--- src/rtl/spi_pkg.sv ---
// Shared types and default sizing for the SPI transaction queue.
package spi_pkg;
  localparam int DEF_DATA_BITS  = 8;
  localparam int DEF_FIFO_DEPTH = 4;

  typedef enum logic [1:0] {
    ST_IDLE,
    ST_LAUNCH,
    ST_WAIT_DONE,
    ST_STORE
  } state_e;
endpackage

--- src/rtl/spi_sync_fifo.sv ---
// Single-clock FIFO with extra-MSB pointers; head is visible combinationally.
module spi_sync_fifo
  import spi_pkg::*;
#(
  parameter int DATA_BITS = DEF_DATA_BITS,
  parameter int DEPTH     = DEF_FIFO_DEPTH
) (
  input  logic                 clk,
  input  logic                 reset,
  input  logic                 push_i,
  input  logic                 pop_i,
  input  logic [DATA_BITS-1:0] wdata_i,
  output logic [DATA_BITS-1:0] rdata_o,
  output logic                 full_o,
  output logic                 empty_o
);
  localparam int AW = $clog2(DEPTH);

  logic [AW:0]          wptr_q, wptr_d, rptr_q, rptr_d;
  logic [DATA_BITS-1:0] mem_q [DEPTH];
  logic                 do_push, do_pop;

  assign empty_o = (wptr_q == rptr_q);
  assign full_o  = (wptr_q[AW] != rptr_q[AW]) && (wptr_q[AW-1:0] == rptr_q[AW-1:0]);

  // A pop frees the slot the same cycle, so push-when-full succeeds alongside it.
  assign do_pop  = pop_i && !empty_o;
  assign do_push = push_i && (!full_o || do_pop);

  assign wptr_d  = wptr_q + {{AW{1'b0}}, do_push};
  assign rptr_d  = rptr_q + {{AW{1'b0}}, do_pop};

  assign rdata_o = empty_o ? '0 : mem_q[rptr_q[AW-1:0]];

  always_ff @(posedge clk or negedge reset) begin
    if (!reset) begin
      wptr_q <= '0;
      rptr_q <= '0;
    end else begin
      wptr_q <= wptr_d;
      rptr_q <= rptr_d;
    end
  end

  always_ff @(posedge clk) begin
    if (do_push) mem_q[wptr_q[AW-1:0]] <= wdata_i;
  end
endmodule

--- src/rtl/spi_txn_queue.sv ---
// Queues bytes to an SPI master and buffers the returned bytes.
// Optional sticky overflow flags: define SPI_TXN_QUEUE_ERR_EN.
module spi_txn_queue
  import spi_pkg::*;
#(
  parameter int DATA_BITS  = DEF_DATA_BITS,
  parameter int FIFO_DEPTH = DEF_FIFO_DEPTH
) (
  input  logic                 clk,
  input  logic                 reset,
  input  logic                 wr_en,
  input  logic [DATA_BITS-1:0] wr_data,
  output logic                 tx_full,
  input  logic                 rd_en,
  output logic [DATA_BITS-1:0] rd_data,
  output logic                 rx_empty,
  output logic                 spi_start,
  output logic [DATA_BITS-1:0] spi_master_out,
  input  logic                 spi_busy,
  input  logic                 spi_done,
  input  logic [DATA_BITS-1:0] spi_master_in,
  output logic                 idle
`ifdef SPI_TXN_QUEUE_ERR_EN
  ,output logic                tx_ovf,
  output logic                 rx_ovf
`endif
);
  state_e               state_q, state_d;
  logic [DATA_BITS-1:0] out_q, out_d, cap_q, cap_d;
  logic                 tx_pop, tx_empty, rx_push, rx_full, rx_can;
  logic [DATA_BITS-1:0] tx_head;

  spi_sync_fifo #(.DATA_BITS(DATA_BITS), .DEPTH(FIFO_DEPTH)) u_tx (
    .clk(clk), .reset(reset), .push_i(wr_en), .pop_i(tx_pop), .wdata_i(wr_data),
    .rdata_o(tx_head), .full_o(tx_full), .empty_o(tx_empty)
  );

  spi_sync_fifo #(.DATA_BITS(DATA_BITS), .DEPTH(FIFO_DEPTH)) u_rx (
    .clk(clk), .reset(reset), .push_i(rx_push), .pop_i(rd_en), .wdata_i(cap_q),
    .rdata_o(rd_data), .full_o(rx_full), .empty_o(rx_empty)
  );

  // A full RX still accepts the push when the host pops in the same cycle.
  assign rx_can         = !rx_full || rd_en;
  assign spi_master_out = out_q;
  assign idle           = (state_q == ST_IDLE) && tx_empty;

  always_comb begin
    state_d   = state_q;
    out_d     = out_q;
    cap_d     = cap_q;
    tx_pop    = 1'b0;
    rx_push   = 1'b0;
    spi_start = 1'b0;
    case (state_q)
      ST_IDLE: begin
        if (!tx_empty && !spi_busy) begin
          tx_pop  = 1'b1;
          out_d   = tx_head;
          state_d = ST_LAUNCH;
        end
      end
      ST_LAUNCH: begin
        spi_start = 1'b1;
        if (spi_busy) state_d = ST_WAIT_DONE;
      end
      ST_WAIT_DONE: begin
        if (spi_done) begin
          cap_d   = spi_master_in;
          state_d = ST_STORE;
        end
      end
      ST_STORE: begin
        rx_push = 1'b1;
        if (rx_can) state_d = ST_IDLE;
      end
      default: state_d = ST_IDLE;
    endcase
  end

  always_ff @(posedge clk or negedge reset) begin
    if (!reset) begin
      state_q <= ST_IDLE;
      out_q   <= '0;
      cap_q   <= '0;
    end else begin
      state_q <= state_d;
      out_q   <= out_d;
      cap_q   <= cap_d;
    end
  end

`ifdef SPI_TXN_QUEUE_ERR_EN
  logic tx_ovf_q, rx_ovf_q;

  always_ff @(posedge clk or negedge reset) begin
    if (!reset) begin
      tx_ovf_q <= 1'b0;
      rx_ovf_q <= 1'b0;
    end else begin
      tx_ovf_q <= tx_ovf_q | (wr_en && tx_full && !tx_pop);
      rx_ovf_q <= rx_ovf_q | ((state_q == ST_STORE) && !rx_can);
    end
  end

  assign tx_ovf = tx_ovf_q;
  assign rx_ovf = rx_ovf_q;
`endif
endmodule

--- config.mk ---
export PLATFORM = sky130hd
export DESIGN_NAME = spi_txn_queue
export DESIGN_NICKNAME = d
export VERILOG_FILES = /design/src/rtl/spi_pkg.sv /design/src/rtl/spi_sync_fifo.sv /design/src/rtl/spi_txn_queue.sv
export SDC_FILE = /design/constraint.sdc
export NUM_CORES = 1
export LEC_CHECK = 0
export BUFFER_PORTS_ARGS = -buffer_cell sky130_fd_sc_hd__buf_2
export CORE_MARGIN = 10
export CORE_UTILIZATION = 62
export DETAILED_ROUTE_END_ITERATION = 10
export HOLD_SLACK_MARGIN = 0.06
export PLACE_DENSITY = 0.84
export SETUP_SLACK_MARGIN = 0.15
export SYNTH_ARGS = -nofsm -noshare
export SYNTH_HDL_FRONTEND = slang
export SYNTH_SLANG_ARGS = --single-unit
export TNS_END_PERCENT = 100
--- constraint.sdc ---
create_clock -name clk -period 3.7 [get_ports clk]
set_input_delay 0.925 -clock clk [delete_from_list [all_inputs] [get_ports clk]]
set_output_delay 0.925 -clock clk [all_outputs]
set_load 0.02 [all_outputs]
==> results of run 1 <==
## per-layer routing
layer  up-vias  wire (µm)
met5         -          0
met4         0         77
met3         7        309
met2        47       3238
met1       922       2620
li1        866          -
## worst max path at each step
stage                                  start                          to  slack (ps)  cells past startpoint
floorplan                           spi_busy  u_tx.mem_q[0][0]$_DFFE_PP_        1030                      3
global placement                    spi_busy  u_tx.mem_q[1][5]$_DFFE_PP_         970                      5
detailed placement                  spi_busy  u_tx.mem_q[1][0]$_DFFE_PP_         830                      5
CTS                 u_rx.rptr_q[0]$_DFF_PN0_                  rd_data[6]         610                      5
global route        u_rx.rptr_q[0]$_DFF_PN0_                  rd_data[6]         470                      5
finish              u_rx.rptr_q[0]$_DFF_PN0_                  rd_data[6]         720                      5
## Yosys cell counts
cell type	number
and2_4	1
a21oi_4	1
nor2_1	4
mux4_2	8
buf_2	1
nor3b_1	2
mux4_1	8
buf_4	1
inv_1	7
nor2b_1	9
or2b_2	1
edfxtp_1	64
and3b_1	2
and3_2	1
a41oi_1	2
and3_1	2
xor2_1	6
xnor2_1	5
nor2_2	1
buf_6	2
mux2i_1	1
ha_1	13
a221oi_1	1
mux2_2	17
nand4_1	2
dfrtp_1	30
o211ai_1	1
nand2_1	4
## worst max-delay path, cell delays in order (launching register included)
cell and delay [ps]:
dfrtp_1 740, xnor2_1 230, nand2_1 100, nor2_2 360, nor2b_1 100, buf_2 170
## registers in the layout, indices dropped and copies added, names as in the netlist
register        count
u_rx.mem_q         32
u_tx.mem_q         32
cap_q               8
spi_master_out      8
u_rx.rptr_q         3
u_rx.wptr_q         3
u_tx.rptr_q         3
u_tx.wptr_q         3
state_q             2
## power by group
part	switching [mW]	internal, mW	total (mW)
clock	0.344	0.387	0.731
combinational	0.675	0.609	1.28
sequential	0.289	1.52	1.81
## kinds of logic after synthesis
| group | synth area share |
|---|---|
| flip-flops | 0.7015 |
| XOR/XNOR | 0.02529 |
| AO/OA/AOI/OAI | 0.01314 |
| multiplexers | 0.1553 |
| buffers and inverters | 0.01609 |
| adder cells (fa/ha/maj) | 0.04269 |
| AND/OR/NAND/NOR | 0.04597 |
## layout make-up
type                            count  area share
Sequential cell                    94      0.6204
Multi-Input combinational cell     92      0.2498
Timing Repair Buffer               43     0.05112
Clock buffer                       10     0.02963
Tap cell                           75     0.02178
Clock inverter                      6     0.02120
Inverter                            7    0.006099
## through the flow
stage / cell area, µm² / utilization / worst slack [ps] / hold slack, ps / instances
floorplan: 3810 / - / 1033 / 460.4 / 197
global placement: 4089 / 0.6866 / 974.7 / 481.3 / 311
detailed placement: 4089 / 0.6866 / 833.6 / 477.1 / 311
CTS: 4308 / 0.7233 / 608.8 / 492.9 / 327
global route: 4308 / 0.7233 / 473.6 / 511.7 / 327
finish: 4308 / 0.7233 / 718.1 / 490.2 / 327
==> impl_metrics.ini, run 1 <==
[clocking]
cts_sinks = 94
post_cts_buffers = 0
path_clk_slew_ps = 80
cts_max_path_buffers = 2
ctsResizeCount = 0
cts_hold_buf = 0
clock_latency_ps = 350
h-tree-depth = 3
cts-root-buf = clkbuf_8
cts_tree = built
cts_buffers = 9

[setup_path]
critPathRequiredTime_ps = 2770
path_max_fanout = 10
startpoint_type = flop
reg2reg_from = state_q[0]$_DFFE_PN0P_
r2r_cells = 6
worstPathArrival_ps = 2060
path_class = flop to primary output
end_kind = primary output
rr_endpoint = u_tx.mem_q[1][5]$_DFFE_PP_
rrSetupSlack_ps = 1180

[floorplanning]
die_area_um2 = 9681
die-width_um = 98.39
num_rows = 28
start_util = 0.6397
die_h_um = 98.39
coreArea_um2 = 5956
io_pins = 42

[finish]
nFillCells = 383
drive_above_1_share = 0.3492
final_cell_mix = edfxtp_1 (64), buf_2 (41), dfrtp_1 (30), mux2_2 (17), ha_1 (13)
multi_input_area_um2 = 1076
antennaDiodeCount = 0
area_delta_synth_final_pct = 13.07
final_common_cell = edfxtp_1
final-seq-area_um2 = 2673
final_nets = 282

[hold_path]
hold_path_end = u_rx.wptr_q[2]$_DFF_PN0_
min_path_type = flop to flop
min_from = u_rx.wptr_q[2]$_DFF_PN0_
holdPathStages = 1

[synth]
yosysTopAreaCell = edfxtp_1
yosysTopAreaCellShare = 0.5044
synth_area_um2 = 3810
ys.warnings.count = 0
syn_area_per_cell_um2 = 19.34
yosys-top-cells-area = edfxtp_1 (50%), dfrtp_1 (20%), mux4_1 (5.5%)
yosysSeqAreaShare = 0.7015
syn-num-nets = 232
synth-seq-cells = 94
synthCells = 197
ys_types = 28

[pwr]
p_total_mw = 3.823
ir_worst_vdd_uv = 502.0
power_density_nw_per_um2 = 887.5
p_leak_nw = 1.715

[routing]
drt_first_iter_violations = 112
wire_per_inst_um = 19.10
drt_pass1_iterations = 4
vias = 1842
wirelength_um = 6245
viasPerCell = 5.633
antenna_left = 0
drc = 0

[global_route]
use_met1 = 0.1517
grtUsageMet3 = 0.03453
antenna_found_initial = 0
overflow = 0
grt_pass1_vias = 2066
use_met2 = 0.2315
grt_max_degree = 31
grt.busiest_layer = met2
grt_pass1_wl_um = 10250
track_usage = 0.1332

[placed_design]
io_buffers = 41
place_hpwl_um = 4250
place.gp.congestion = 0.7486

[sta]
max_slew.worst_pin.slew_ps = 753.1
fmax_mhz = 335.4
finalSetupViolations = 0
hold_violations = 0
relSlewSlack = 0.4961
drv_slew = 0
rsz0062_at_grt = false
finClkSkew_ps = 9.966
post-route-period-util = 0.8059
period_minus_slack_ps = 2982
tns_ps = 0

[flow_run]
maxCapViolations = 0

[run_status]
status = completed
Power figures use the tool's default switching activity.
==> run 2, diff against run 1 <==
- CORE_UTILIZATION: 62 -> 58
- PLACE_DENSITY: 0.84 -> 0.79
- clock period: 3.7 -> 2.8 ns (I/O delays scaled with it)
==> run 2 against run 1 <==
Net effect:
- clock power is 24% higher
- clock skew is 1.4 ps lower
- count of clock-buffer cells in the layout is 1 lower
- cell count is 1.5% higher
- register-to-register slack worse by 780 ps
- critical endpoint is now rd_data[7]
- largest power group unchanged
- highest routed layer unchanged
==> impl_metrics.ini, run 2 (same netlist as run 1, synthesis figures left out) <==
[run_status]
status = completed

[pwr]
p_leak_nw = 1.717
ir_worst_vdd_uv = 646.0
power_density_nw_per_um2 = 1167
seq_power_share = 0.466
combPwrFrac = 0.355
p_total_mw = 5.060
switchingPower_mw = 1.787
clkPwrFrac = 0.179
switching_share = 0.3531
power.internal_mw = 3.273

[sta]
drv_slew = 0
rsz0062_at_grt = false
post-route-period-util = 0.9023
finalSetupViolations = 0
hold_violations = 0
max_slew.worst_pin.slew_ps = 693.9
fmax_mhz = 395.8
finClkSkew_ps = 8.594
relSlewSlack = 0.5374
period_minus_slack_ps = 2526
tns_ps = 0

[routing]
viasPerCell = 5.623
drt_first_iter_violations = 53
wirelength_um = 6487
wire_per_inst_um = 19.54
antenna_left = 0
vias = 1867
drt_pass1_iterations = 4
drc = 0

[global_route]
grtUsageMet3 = 0.03224
grt_max_degree = 31
grt_pass1_vias = 2004
overflow = 0
track_usage = 0.1307
use_met2 = 0.2319
antenna_found_initial = 0
use_met1 = 0.1421
grt.busiest_layer = met2
grt_pass1_wl_um = 10100

[finish]
antennaDiodeCount = 0
final_cell_mix = edfxtp_1 (64), buf_2 (41), dfrtp_1 (28), mux2_2 (17), ha_1 (13)
nFillCells = 432
final-seq-area_um2 = 2675
final_common_cell = edfxtp_1
final_nets = 285
area_delta_synth_final_pct = 13.76
multi_input_area_um2 = 1089
drive_above_1_share = 0.3725

[flow_run]
maxCapViolations = 0

[floorplanning]
start_util = 0.6000
die_h_um = 101.1
die-width_um = 101.1
die_area_um2 = 10210
num_rows = 29
coreArea_um2 = 6350
io_pins = 42

[clocking]
cts_buffers = 9
cts_sinks = 94
path_clk_slew_ps = 100
cts_hold_buf = 0
h-tree-depth = 3
cts_max_path_buffers = 2
post_cts_buffers = 0
cts_tree = built
clock_latency_ps = 350
cts-root-buf = clkbuf_8

[setup_path]
path_class = flop to primary output
startpoint_type = flop
rrSetupSlack_ps = 400
end_kind = primary output
worstPathArrival_ps = 1830
critPathRequiredTime_ps = 2100
r2r_cells = 5
rr_endpoint = u_tx.mem_q[3][0]$_DFFE_PP_
reg2reg_from = state_q[0]$_DFFE_PN0P_
path_max_fanout = 6

[placed_design]
io_buffers = 41
place_hpwl_um = 4596
place.gp.congestion = 0.7213

[hold_path]
min_path_type = primary input to asynchronous set/reset pin
## run 2: critical path, cell delays in order, from the launching register on
cell and delay [ps]:
dfrtp_2 460, buf_4 220, mux4_2 510, nor2b_1 140, buf_2 160
## run 2: metrics by stage
stage | setup slack (ps) | util | cells | instance area, µm² | hold slack [ps]
after CTS | 163.3 | 0.6810 | 332 | 4324 | 393.2
after global placement | 458.5 | 0.6479 | 316 | 4114 | 477.9
after floorplan | 357.9 | - | 197 | 3810 | 404.4
after detailed placement | 339.8 | 0.6479 | 316 | 4114 | 486.4
after global routing | 183.8 | 0.6826 | 332 | 4334 | 413.3
final | 273.6 | 0.6826 | 332 | 4334 | 379.2
## run 2: power groups by stage
stage / Sequential (mW) / Clock (mW) / Combinational [mW]
final: 2.36 / 0.908 / 1.80
after global routing: 2.41 / 0.986 / 1.97
after CTS: 2.36 / 0.926 / 1.82
after detailed placement: 2.39 / 0 / 1.80
after global placement: 2.36 / 0 / 1.74
after floorplan: 2.29 / 0 / 1.32
## run 2: cell type report
cell class | instances | area share
clock buffers | 9 | 0.02858
clock inverters | 7 | 0.01876
inverters | 7 | 0.006062
multi-input cells | 92 | 0.2512
flip-flops and latches | 94 | 0.6172
well taps | 77 | 0.02223
repair buffers | 46 | 0.05600
## run 2: per-layer routing
| layer | routed length, µm | vias to the layer above |
|---|---|---|
| met3 | 315 | 12 |
| met5 | 0 | - |
| li1 | - | 867 |
| met1 | 2557 | 944 |
| met4 | 127 | 0 |
| met2 | 3487 | 44 |
## run 2: how the worst max path moves through the flow
stage | cells past startpoint | from | end
after global routing | 4 | u_rx.rptr_q[0]$_DFF_PN0_ | rd_data[4]
final | 4 | u_rx.rptr_q[0]$_DFF_PN0_ | rd_data[7]
after floorplan | 3 | spi_busy | u_tx.mem_q[0][0]$_DFFE_PP_
after CTS | 4 | u_rx.rptr_q[0]$_DFF_PN0_ | rd_data[7]
after detailed placement | 4 | spi_busy | u_tx.mem_q[3][6]$_DFFE_PP_
after global placement | 4 | spi_busy | u_tx.mem_q[3][6]$_DFFE_PP_
## run 2: repair_timing
item	in CTS	in global routing
pin swaps	0	0
endpoints found under the setup margin	9	9
resized for setup	1	3
